==> src/rtl/solver_dma_slave.sv <==
// solver_dma_slave: AXI4-Stream slave that loads lattice cell words into the
// lattice RAM. It writes them in order, enforces the frame length against
// DEPTH, and reports completion and length errors to solver control.
// Optional build macro: STRB_CHECK_EN adds a sticky strb_error output, which
// flags RECV beats whose byte strobes are not all ones.
module solver_dma_slave #(
  parameter int unsigned DEPTH                  = 2500,
  parameter int unsigned ADDRESS_WIDTH          = 12,
  parameter int unsigned C_S00_AXIS_TDATA_WIDTH = 64
) (
  input  logic                                s00_axis_aclk,
  input  logic                                s00_axis_aresetn,
  input  logic                                start,
  input  logic                                pause,
  input  logic                                s00_axis_tvalid,
  input  logic [C_S00_AXIS_TDATA_WIDTH-1:0]   s00_axis_tdata,
  input  logic [C_S00_AXIS_TDATA_WIDTH/8-1:0] s00_axis_tstrb,
  input  logic                                s00_axis_tlast,
  output logic                                s00_axis_tready,
  output logic [C_S00_AXIS_TDATA_WIDTH-1:0]   ram_din,
  output logic                                ram_wen,
  output logic [ADDRESS_WIDTH-1:0]            ram_addr,
  output logic                                busy,
  output logic                                load_done,
  output logic                                len_error,
  output logic [ADDRESS_WIDTH-1:0]            beat_count
`ifdef STRB_CHECK_EN
  ,
  output logic                                strb_error
`endif
);

  localparam logic [ADDRESS_WIDTH-1:0] LAST_IDX = ADDRESS_WIDTH'(DEPTH - 1);

  typedef enum logic [1:0] {IDLE, RECV, DRAIN, DONE} state_t;

  state_t state;
  logic   beat_c;

  // pause is combinational into tready so the solver can take the RAM back immediately
  assign s00_axis_tready = ((state == RECV) || (state == DRAIN)) && !pause;
  assign beat_c          = s00_axis_tvalid && s00_axis_tready;

`ifndef STRB_CHECK_EN
  // Strobes only matter in the checking build
  logic unused_tstrb;
  assign unused_tstrb = ^s00_axis_tstrb;
`endif

  // Load FSM: registers the RAM write one cycle after each accepted RECV beat
  always_ff @(posedge s00_axis_aclk) begin
    if (!s00_axis_aresetn) begin
      state      <= IDLE;
      ram_din    <= '0;
      ram_wen    <= 1'b0;
      ram_addr   <= '0;
      busy       <= 1'b0;
      load_done  <= 1'b0;
      len_error  <= 1'b0;
      beat_count <= '0;
`ifdef STRB_CHECK_EN
      strb_error <= 1'b0;
`endif
    end else begin
      ram_wen   <= 1'b0;
      load_done <= 1'b0;
      case (state)
        IDLE: begin
          if (start) begin
            state      <= RECV;
            busy       <= 1'b1;
            beat_count <= '0;
            len_error  <= 1'b0;
`ifdef STRB_CHECK_EN
            strb_error <= 1'b0;
`endif
          end
        end
        RECV: begin
          if (beat_c) begin
            ram_wen    <= 1'b1;
            ram_addr   <= beat_count;
            ram_din    <= s00_axis_tdata;
            beat_count <= beat_count + ADDRESS_WIDTH'(1);
`ifdef STRB_CHECK_EN
            if (s00_axis_tstrb != '1) begin
              strb_error <= 1'b1;
            end
`endif
            if (beat_count == LAST_IDX) begin
              if (s00_axis_tlast) begin
                state     <= DONE;
                busy      <= 1'b0;
                load_done <= 1'b1;
              end else begin
                // Over-long frame: swallow the rest without writing
                state     <= DRAIN;
                len_error <= 1'b1;
              end
            end else if (s00_axis_tlast) begin
              state     <= DONE;
              busy      <= 1'b0;
              load_done <= 1'b1;
              len_error <= 1'b1;
            end
          end
        end
        DRAIN: begin
          if (beat_c && s00_axis_tlast) begin
            state     <= DONE;
            busy      <= 1'b0;
            load_done <= 1'b1;
          end
        end
        DONE: begin
          state <= IDLE;
        end
        default: begin
          state <= IDLE;
        end
      endcase
    end
  end

endmodule

==> config.mk <==
export PLATFORM = sky130hd
export DESIGN_NAME = solver_dma_slave
export DESIGN_NICKNAME = d
export VERILOG_FILES = /design/src/rtl/solver_dma_slave.sv
export SDC_FILE = /design/constraint.sdc
export NUM_CORES = 1
export LEC_CHECK = 0
export ABC_AREA = 1
export CORE_ASPECT_RATIO = 1.2
export CORE_MARGIN = 4
export CORE_UTILIZATION = 45
export CTS_CLUSTER_SIZE = 20
export DETAILED_ROUTE_END_ITERATION = 16
export GPL_ROUTABILITY_DRIVEN = 0
export PLACE_DENSITY = 0.86
export SYNTH_ARGS = -nofsm -noshare
export SYNTH_HDL_FRONTEND = slang
export SYNTH_SLANG_ARGS = --single-unit
==> constraint.sdc <==
create_clock -name s00_axis_aclk -period 2.8 [get_ports s00_axis_aclk]
set_clock_uncertainty 0.15 [all_clocks]
set_input_delay 0.28 -clock s00_axis_aclk [delete_from_list [all_inputs] [get_ports s00_axis_aclk]]
set_output_delay 0.28 -clock s00_axis_aclk [all_outputs]
set_load 0.03 [all_outputs]
Word level (Yosys, flattened, before mapping)
Cells that the tools add are included.
W data, S select, Z words.
{ "op_classes": {"n_mul": 0, "n_lt_le_gt_ge": 0, "n_div": 0, "addsub": 1, "n_shift": 0, "mux": 26, "eq_ne": 10, "bitwise": 0, "n_reduce_logical": 14} }
{ "op_table": {"columns": ["cell", "count"], "rows": [
  ["$mux W12", 2],
  ["$pmux W12 S2", 1],
  ["$mux W1", 14],
  ["$add A12 B1 Y12 const B", 1],
  ["$eq A12 B12 Y1 const B", 1],
  ["$mux W2", 5],
  ["$reduce_and A5 Y1", 2],
  ["$pmux W2 S4", 1],
  ["$ne A2 B2 Y1 const B", 3],
  ["$eq A2 B2 Y1 const B", 2],
  ["$pmux W1 S2", 2],
  ["$reduce_and A2 Y1", 2],
  ["$reduce_and A4 Y1", 1],
  ["$logic_and A1 B1 Y1", 3],
  ["$ne A3 B2 Y1 const B", 1],
  ["$ne A3 B3 Y1 const B", 1],
  ["$pmux W1 S3", 1],
  ["$reduce_and A3 Y1", 1],
  ["$reduce_bool A3 Y1", 1],
  ["$eq A2 B1 Y1 const B", 1],
  ["$logic_not A2 Y1", 1],
  ["$ne A2 B1 Y1 const B", 1],
  ["$reduce_bool A2 Y1", 1],
  ["$logic_not A1 Y1", 1],
  ["$logic_or A1 B1 Y1", 1]
]} }
{ "word_totals": {"register_bits": 94, "inputBits": 78, "mem_count": 0, "output_inout_bits": 93, "ramBits": 0, "latchBits": 0, "romBits": 0, "word_cells": 59} }

Depth between registers and ports, before layout
Gate-level depths: netlist of run 1.
{ "logic_depth": {"depth_word": 7, "mapped_depth": 11, "depth_no_buf": 11} }

Least setup slack after synthesis of run 1
No wires, ideal clock.
{ "synth_timing": {"kind": "register to register", "startpoint": "register state[0]", "endpoint": "register beat_count[10]", "setup_ps": 109, "path_stages_with_launch": 12, "path_slack_ps": 1092, "t_required_ps": 2541, "period_less_slack_ps": 1708, "arrival_ps": 1449, "path_buffers": 0, "cell_sequence": "dfxtp_1 -> inv_1 -> ha_1 -> nand3_2 -> nand2_2 -> nand3_4 -> nor2_2 -> nand2_1 -> nand2_1 -> nand2_1 -> nand2_1 -> inv_1"} }
{ "synth_via": {"elab_chain_len": 6, "word_cells_on_any_way": 11, "cone_classes": "eq/ne: 4; mux: 1; reduce/logical: 6"} }
{ "synth_lines": {"columns": ["item", "line", "text"], "rows": [
  ["start: declaration", "37", "state_t state;"],
  ["start signal: assignment", "53", "state <= IDLE;"],
  ["start signal: assignment", "70", "state <= RECV;"],
  ["start signal: assignment", "92", "state <= DONE;"],
  ["$eq A2 B1 Y1 or $eq A2 B2 Y1 (tied branches)", "41, 67", null],
  ["$logic_or A1 B1 Y1", "41", "assign s00_axis_tready = ((state == RECV) || (state == DRAIN)) && !pause;"],
  ["$logic_and A1 B1 Y1", "41", null],
  ["$logic_and A1 B1 Y1", "42", "assign beat_c = s00_axis_tvalid && s00_axis_tready;"],
  ["$ne A2 B2 Y1 (no source line)", null, null],
  ["$reduce_and A3 Y1 (no source line)", null, null],
  ["end signal: assignment", "84", "beat_count <= beat_count + ADDRESS_WIDTH'(1);"],
  ["end: declaration", "26", "output logic [ADDRESS_WIDTH-1:0] beat_count"]
]} }
Parallel ways exist; a longest one is shown, timed or not.
A chain may end at the register's enable or synchronous reset.

Worst setup path in the final report of run 1
{ "layout_timing": {"startpoint": "register state[0]", "endpoint": "output s00_axis_tready"} }
{ "layout_via": {"elab_chain_len": 3, "word_cells_on_any_way": 4, "cone_classes": "eq/ne: 2; reduce/logical: 2"} }
{ "layout_lines": {"columns": ["item", "line", "text"], "rows": [
  ["$eq A2 B1 Y1 or $eq A2 B2 Y1 (tied branches)", "41", null],
  ["$logic_or A1 B1 Y1 *", "41", null],
  ["$logic_and A1 B1 Y1 *", "41", null],
  ["end: declaration", "19", "output logic s00_axis_tready,"]
]} }
Every way passes the cells marked *; elsewhere a longest branch is shown, timed or not.

==> results.tsv, run 1 <==
metric	value	unit
start_kind	flop	
synth.avg_cell_area	7.75	um^2
n_antenna_cell	0	
drive_above_1_share	5.84	%
num_rows	36	
dp_hpwl	7280	um
final.setup.tns	0	ps
coreArea	0.00811	mm^2
first_pass_iters	5	
post-synth-top-count-cell	nand2_1	
grt_pass1_vias	3823	
num_vias	3820	
synth_seq_cells	94	
area_growth	49.5	%
leakagePower	1.94	nW
avgViaCountPerCell	5.24	
cap_violations	0	
die_area	0.00987	mm^2
max-vdd-ir-drop	348	uV
fillers	643	
fmax	0.408	GHz
cp_max_fo	5	
slew_viol_final	0	
wl	10700	um
postCtsSetupBuffers	0	
worst_slew_pin_slew	741	ps
wl_per_cell	14.6	um
synth_edf_count	0	
yosysSeqAreaShare	50.2	%
synth.area.top_cells	dfxtp_1 (50%), nand3_1 (12%), a21oi_1 (11%)	
path_clk_slew	80	ps
worstSetupStartpoint	state[0]	
synth_flop_cell	dfxtp_1	
grt-ovfl-total	0	
critPathRequiredTime	2370	ps
grtUsageTotal	22.1	%
hold_violations	0	
antenna_found_initial	0	
synth.distinct_cells	24	
hp-class	reg2reg	
synth_top_area_share	50.2	%
synth_commonest_cells	nand2_1 (109), dfxtp_1 (94), nand3_1 (88), a21oi_1 (85), inv_1 (21)	
syn_nets	567	
io_pins	171	
clkSinkCount	94	
cts-root-buf	clkbuf_8	
min_from	ram_din[51]	
grt_pass1_wl	17900	um
grt_max_degree	76	
async_reset_ff_share	0	%
status	finished clean	
syn_area	0.00375	mm^2
nets	713	
cts.htree.levels	3	
holdBufCountCts	0	
dieHeight	108	um
fin_crit	2450	ps
numCtsBuffers	9	
drtIter0Drc	264	
p_per_area	601	mW/mm^2
cp-end-kind	output port	
setup_viol	0	
die_w	91.4	um
layout.area.seq	0.00188	mm^2
fin_crit_sh	87.6	%
insertion_delay	350	ps
multi_input_area	0.00159	mm^2
cts.path.max_buffers	2	
drcViolationCount	0	
path_class	reg2out	
final_util	69.2	%
antenna_left	0	
synth_largest_area_cell	dfxtp_1	
start_util	46.3	%
timing.rr.start	state[0]	
syn-instance-count	484	
ys_warn_count	0	
cts_resized	0	
rsz0062_at_grt	no	
portBuffers	162	
cts_tree	yes	
cp.arrival	2020	ps
finalPower	3.37	mW
relSlewSlack	50.6	%
registers in the layout, indices dropped and copies added (netlist names):
signal	cells
ram_din	64
beat_count	12
ram_addr	12
state	2
busy	1
len_error	1
load_done	1
ram_wen	1
worst max-delay path, stage by stage, from the launching register on:
cell	delay, ps
dfxtp_1	410
inv_1	80
ha_1	360
inv_1	70
nor2_1	80
clkdlybuf4s50_1	670
area by class of cell:
type / instances / share of cell area (%)
sequential: 94 / 33.5
timing repair buffer: 168 / 30.4
multi-input combinational: 332 / 28.4
clock buffer: 11 / 2.70
tap: 95 / 2.12
inverter: 25 / 1.67
clock inverter: 4 / 1.25
power by group:
part           switching (mW)  total, mW  leakage (nW)  internal (mW)
Sequential             0.0360       1.43         0.758           1.39
Combinational           0.616      0.957          1.07          0.341
Clock                   0.442      0.986         0.115          0.544
cell usage in the layout, fill, tap and decap left out:
master	n
a211oi_1	1
a21oi_1	85
a31oi_1	1
buf_12	3
buf_4	3
bufinv_16	2
clkbuf_8	11
clkdlybuf4s50_1	162
clkinv_2	2
dfxtp_1	94
ha_1	4
ha_2	1
inv_1	21
inv_2	4
nand2_1	109
nand2_2	3
nand3_1	88
nand3_2	1
nand3_4	1
nand4_1	3
nor2_1	17
nor2_2	5
nor3_1	2
o21ai_0	7
or2_0	1
or2_4	1
xor2_1	2
through the flow:
stage	hold WS, ps	instance area, um^2	worst slack (ps)	cells
6_report	310	5610	347	729
4_1_cts	312	5610	308	729
5_1_grt	334	5610	206	729
2_1_floorplan	272	3750	1090	484
3_5_place_dp	300	5390	542	714
3_3_place_gp	296	5390	633	714
worst paths after layout:
check                                       end  slack (ps)  cells after the start
worst max-delay path            s00_axis_tready         350                      5
worst max register to register      ram_din[26]         560                      7
worst min-delay path                ram_din[51]         310                      2
worst min register to register      ram_din[51]         310                      2
cells by family (layout without fill, tap and decap cells):
family | Yosys count | in the layout | share of synthesized area (%)
buffers and inverters | 58 | 208 | 7.50
and+or+nand+nor | 231 | 231 | 27.6
adders and majority gates | 5 | 5 | 1.67
DFF | 94 | 94 | 50.1
xor gates and xnor gates | 2 | 2 | 0.467
AOI/OAI and AO/OA | 94 | 94 | 12.6
metal layers:
layer  global-route usage (%)  up-vias  wire length [um]
met2                     38.4      147              5320
met5                        0        -                 0
li1                         -     1890                 -
met3                     6.47       24               810
met1                     25.2     1759              4280
met4                     10.0        0               248
No activity file was read; power rests on OpenSTA's default activity.
==> inputs of run 2 (changes only) <==
--- a/config.mk
+++ b/config.mk
@@ -7,7 +7,6 @@
 export LEC_CHECK = 0
 export ABC_AREA = 1
 export CORE_ASPECT_RATIO = 1.2
-export CORE_MARGIN = 4
 export CORE_UTILIZATION = 45
 export CTS_CLUSTER_SIZE = 20
 export DETAILED_ROUTE_END_ITERATION = 16
==> results.tsv, run 2 (synthesis results as in run 1) <==
metric	value	unit	change
worst_slew_pin_slew	777	ps	+35.7 ps
wl	10100	um	-5.5%
num_rows	36		unchanged
insertion_delay	360	ps	about the same
io_pins	171		unchanged
die_area	0.00871	mm^2	-12%
cts_tree	yes		
worstSetupStartpoint	state[0]		
holdBufCountCts	0		unchanged
fin_crit_sh	87.5	%	about the same
max-vdd-ir-drop	413	uV	+19%
start_kind	flop		
drcViolationCount	0		unchanged
nets	712		-0.14%
top_register	ram_din		
cp-end-kind	output port		
relSlewSlack	48.2	%	-2.4 points
finalPower	3.44	mW	+1.8%
path_class	reg2out		
setup_viol	0		unchanged
first_pass_iters	5		unchanged
layout_common_cells	clkdlybuf4s50_1 (162), nand2_1 (109), dfxtp_1 (94)		
antenna_found_initial	0		unchanged
p_per_area	613	mW/mm^2	+1.9%
coreArea	0.00811	mm^2	unchanged
rsz0062_at_grt	no		
cp.arrival	2020	ps	about the same
final_common_cell	clkdlybuf4s50_1		
grt_pass1_wl	16000	um	-11%
path_clk_slew	90	ps	about the same
final.setup.tns	0	ps	unchanged
grt_max_degree	76		unchanged
cts-root-buf	clkbuf_8		
leakagePower	1.93	nW	-0.69%
grtUsageTotal	23.0	%	+0.90 points
portBuffers	162		unchanged
min_from	ram_din[48]		
antenna_left	0		unchanged
reg_top3	ram_din x64, beat_count x12, ram_addr x12		
timing.rr.start	state[0]		
dieHeight	102	um	-5.6%
postCtsSetupBuffers	0		unchanged
instances_no_fill	729		unchanged
grt-ovfl-total	0		unchanged
numCtsBuffers	9		unchanged
critPathRequiredTime	2370	ps	about the same
area_growth	49.4	%	about the same
fmax	0.408	GHz	about the same
hp-class	reg2reg		
cts.path.max_buffers	2		unchanged
largest_register_ffs	64		unchanged
die_w	85.4	um	-6.6%
n_antenna_cell	0		unchanged
cap_violations	0		unchanged
drtIter0Drc	201		-24%
cts.htree.levels	3		unchanged
clkSinkCount	94		unchanged
start_util	46.3	%	unchanged
fin_crit	2450	ps	-1.93 ps
slew_viol_final	0		unchanged
drive_above_1_share	5.68	%	-0.16 points
r2r_slack	470	ps	-90 ps
post-place-cells	713		-0.14%
status	finished clean		
grt_pass1_vias	3540		-7.4%
cts_resized	0		unchanged
num_vias	3773		-1.2%
hold_violations	0		unchanged
cp_max_fo	5		unchanged
wl_per_cell	13.8	um	-5.5%
avgViaCountPerCell	5.18		-1.2%
dp_hpwl	6980	um	-4.1%
==> run 2: cell types whose count changed in the layout (fill, tap and decap cells not counted), sizes merged <==
cell	change
clkinvlp	+2
bufinv	+1
clkinv	-1
buf	-1
clkbuf	-1
==> run 2: critical path: stages, from the launching register on <==
cell and delay (ps):
dfxtp_1 400, inv_1 80, ha_1 360, inv_1 70
nor2_1 80, clkdlybuf4s50_1 670
==> run 2: area by class of cell <==
| cell class | instances | area, um^2 |
|---|---|---|
| fill | 646 | 2500 |
| sequential | 94 | 1880 |
| timing repair buffer | 167 | 1680 |
| multi-input combinational | 332 | 1590 |
| clock buffer | 10 | 128 |
| tap | 95 | 119 |
| clock inverter | 6 | 110 |
| inverter | 25 | 93.8 |
==> run 2: through the flow <==
stage	utilization [%]	setup slack, ps	area [um^2]	hold WS, ps
final	69.2	349	5610	315
after global routing	69.2	252	5610	332
after CTS	69.2	325	5610	314
after detailed placement	66.2	472	5370	301
after global placement	66.2	568	5370	297
after floorplan	-	1090	3750	272
==> run 2: layer usage <==
metal	GRT usage, %	vias to the layer above	wire length [um]
met5	0	-	0
met2	41.5	141	5120
li1	-	1890	-
met4	9.74	0	173
met3	7.27	13	786
met1	25.2	1729	4000
==> run 2: path summary, 6_finish.rpt <==
kind | endpoint | cells past startpoint
max | s00_axis_tready | 5
min | ram_din[48] | 2
min reg2reg | ram_din[48] | 2
max reg2reg | ram_din[0] | 7
==> run 2: where the power goes <==
| part | switching (mW) | leakage, nW | internal (mW) |
|---|---|---|---|
| clock network | 0.466 | 0.112 | 0.592 |
| logic | 0.610 | 1.06 | 0.336 |
| registers | 0.0368 | 0.758 | 1.39 |
| total | 1.11 | 1.93 | 2.32 |
==> patch: new RTL, flow settings as in run 2 <==
`ADDRESS_WIDTH`: 12 -> 11.
--- a/src/rtl/solver_dma_slave.sv
+++ b/src/rtl/solver_dma_slave.sv
@@ -6,5 +6,5 @@
 module solver_dma_slave #(
   parameter int unsigned DEPTH                  = 2500,
-  parameter int unsigned ADDRESS_WIDTH          = 12,
+  parameter int unsigned ADDRESS_WIDTH          = 11,
   parameter int unsigned C_S00_AXIS_TDATA_WIDTH = 64
 ) (
Interface: changed (resized beat_count and ram_addr); port bits go from 171 to 169. The function was not compared with the original's and may differ.
==> patch against run 2 <==
  * Synthesized area is 0.30% higher
  * Cell area is 0.54% lower
  * Count of clock-buffer cells in the layout is the same
  * Sequential cell count is 2 lower
  * Register-to-register slack better by 0.31 ns
  * Maximum frequency is 0.12% lower
  * Non-clock buffer count grew 1
  * Routed wire length rose by 4.3%
  * Worst setup slack worse by 0.0031 ns
  * Via count rose by 3.9%
  * First-iteration DRC count rose by 18%
  * Combinational power about the same
  * Power is 2.9% lower
  * Critical path type unchanged
  * Critical endpoint unchanged
  * Largest power group unchanged
  * Highest routed layer unchanged
==> patch: results (changes against run 2) <==
Run status
  • Status: finished, final reports clean

Global route
  • Met1 Use GR: 26.58% (+1.4 points)
  • GRT Max-Usage Layer: met2
  • Met3 usage: 5.493% (-1.8 points)
  • Pin count of the biggest net entering global routing: 49 (-36%)
  • Global-route wire length before repair: 16.61 mm (+3.7%)
  • Met2 Track Usage GR: 42.58% (+1.1 points)
  • Vias in the first global route: 3784 (+6.9%)
  • GRT Overall Usage: 23.60% (+0.56 points)
  • Initial antenna violation count: 0 (unchanged)

Timing
  • Worst slew pin tran: 0.4908 ns (-0.2861 ns)

Layout
  • Share of cells above drive strength 1: 6.416% (+0.74 points)
  • Number of fill cells: 638 (-1.2%)
  • Largest registers: ram_din x64, beat_count x11, ram_addr x11
  • Final net count: 718 (+0.84%)

Clocking
  • Htree depth: 3 (unchanged)
  • Worst skew pair latency: 0.33 ns (-0.03 ns)
  • Post-CTS Repair Setup Buffers: 0 (unchanged)
  • CTS buffer count: 9 (unchanged)
  • Resize count post-CTS: 0 (unchanged)

Pwr
  • Leak: 0.001929 µW (about the same)
  • Worst vdd ir: 0.4976 mV (+20%)

Synth
  • Net count after synthesis: 574 (+1.2%)
  • Yosys cell types: 25 (+4.2%)
  • Synth area leaders: dfxtp_1 49%, nand3_1 11%, a21oi_1 11%, nand2_1 11%, nor2_1 3.2%
  • Most instantiated cells after synthesis: 109 x nand2_1, 92 x dfxtp_1, 86 x nand3_1
  • Register area share after synthesis: 48.94% (-1.2 points)
  • Synth warn: 0 (unchanged)

Route
  • DRT Wirelength: 10.52 mm (+4.3%)
  • Pre-Repair DR Iteration Count: 4 (-1)
  • Detailed-route via count: 3920 (+3.9%)
  • DR iter-0 viols: 238 (+18%)

Critical path
  • CP arrival: 2.02 ns (about the same)

Place
  • DP HPWL: 7.340 mm (+5.1%)
  • I/O Buffers: 160 (-1.2%)
==> patch: changes by cell type after synthesis, sizes merged <==
cell,delta
a211oi,-1
a21oi,-2
a31oi,-1
buf,+7
clkbuf,-5
dfxtp,-2
inv,-4
nand3,-3
nand3b,+1
nand4,+2
nor2,+15
nor3,+2
o21ai,-2
==> patch: cell families after synthesis <==
family                     count (synthesis)  share of synthesized area, %
buffers and inverters                     56                         7.580
DFF                                       92                         48.94
and+or+nand+nor                          248                         29.65
AOI/OAI and AO/OA                         88                         11.70
xor gates and xnor gates                   2                        0.4655
adders and majority gates                  5                         1.662
==> patch: critical path: stages (launching register included) <==
cell and delay (ns):
dfxtp_1 0.42, inv_1 0.10, ha_1 0.33, inv_1 0.08
nor2_1 0.09, clkdlybuf4s50_1 0.68
==> patch: stage by stage <==
step / worst slack (ns) / power, µW / utilization, % / cells / instance area (µm²)
after floorplan: 1.096 / 2071 / - / 491 / 3764
after global placement: 0.7589 / 2357 / 66.05 / 719 / 5355
after detailed placement: 0.7223 / 2383 / 66.05 / 719 / 5355
after CTS: 0.3227 / 3362 / 68.80 / 734 / 5578
after global routing: 0.1603 / 3520 / 68.80 / 734 / 5578
final: 0.3460 / 3337 / 68.80 / 734 / 5578
==> patch: worst paths after layout <==
check                                start                        to  slack (ns)  cells past startpoint
hold / removal    ram_din[30]$_SDFFE_PN0P_  ram_din[30]$_SDFFE_PN0P_        0.31                      2
setup / recovery     state[0]$_SDFFE_PN0P_           s00_axis_tready        0.35                      5
hold reg to reg   ram_din[30]$_SDFFE_PN0P_  ram_din[30]$_SDFFE_PN0P_        0.31                      2
setup reg to reg     state[0]$_SDFFE_PN0P_  ram_din[63]$_SDFFE_PN0P_        0.78                      7
==> patch: area by class of cell <==
| type | instances | area share [%] |
|---|---|---|
| Clock buffer | 10 | 2.467 |
| Clock inverter | 5 | 1.525 |
| Inverter | 21 | 1.413 |
| Multi-Input combinational cell | 343 | 29.43 |
| Sequential cell | 92 | 33.02 |
| Tap cell | 95 | 2.131 |
| Timing Repair Buffer | 168 | 30.01 |
==> patch: where the power goes <==
| group | leakage (µW) | total (µW) | switching, µW | internal [µW] |
|---|---|---|---|---|
| clock | 0.000109 | 977 | 450 | 527 |
| sequential | 0.000742 | 1410 | 40.6 | 1370 |
| combinational | 0.00108 | 950 | 598 | 352 |
| total | 0.00193 | 3340 | 1090 | 2250 |
==> patch: metal layers <==
layer / vias to the layer above / part of all wire (%)
met5: - / 0
met1: 1819 / 39
met2: 170 / 53
li1: 1907 / -
met3: 24 / 5.8
met4: 0 / 2.1
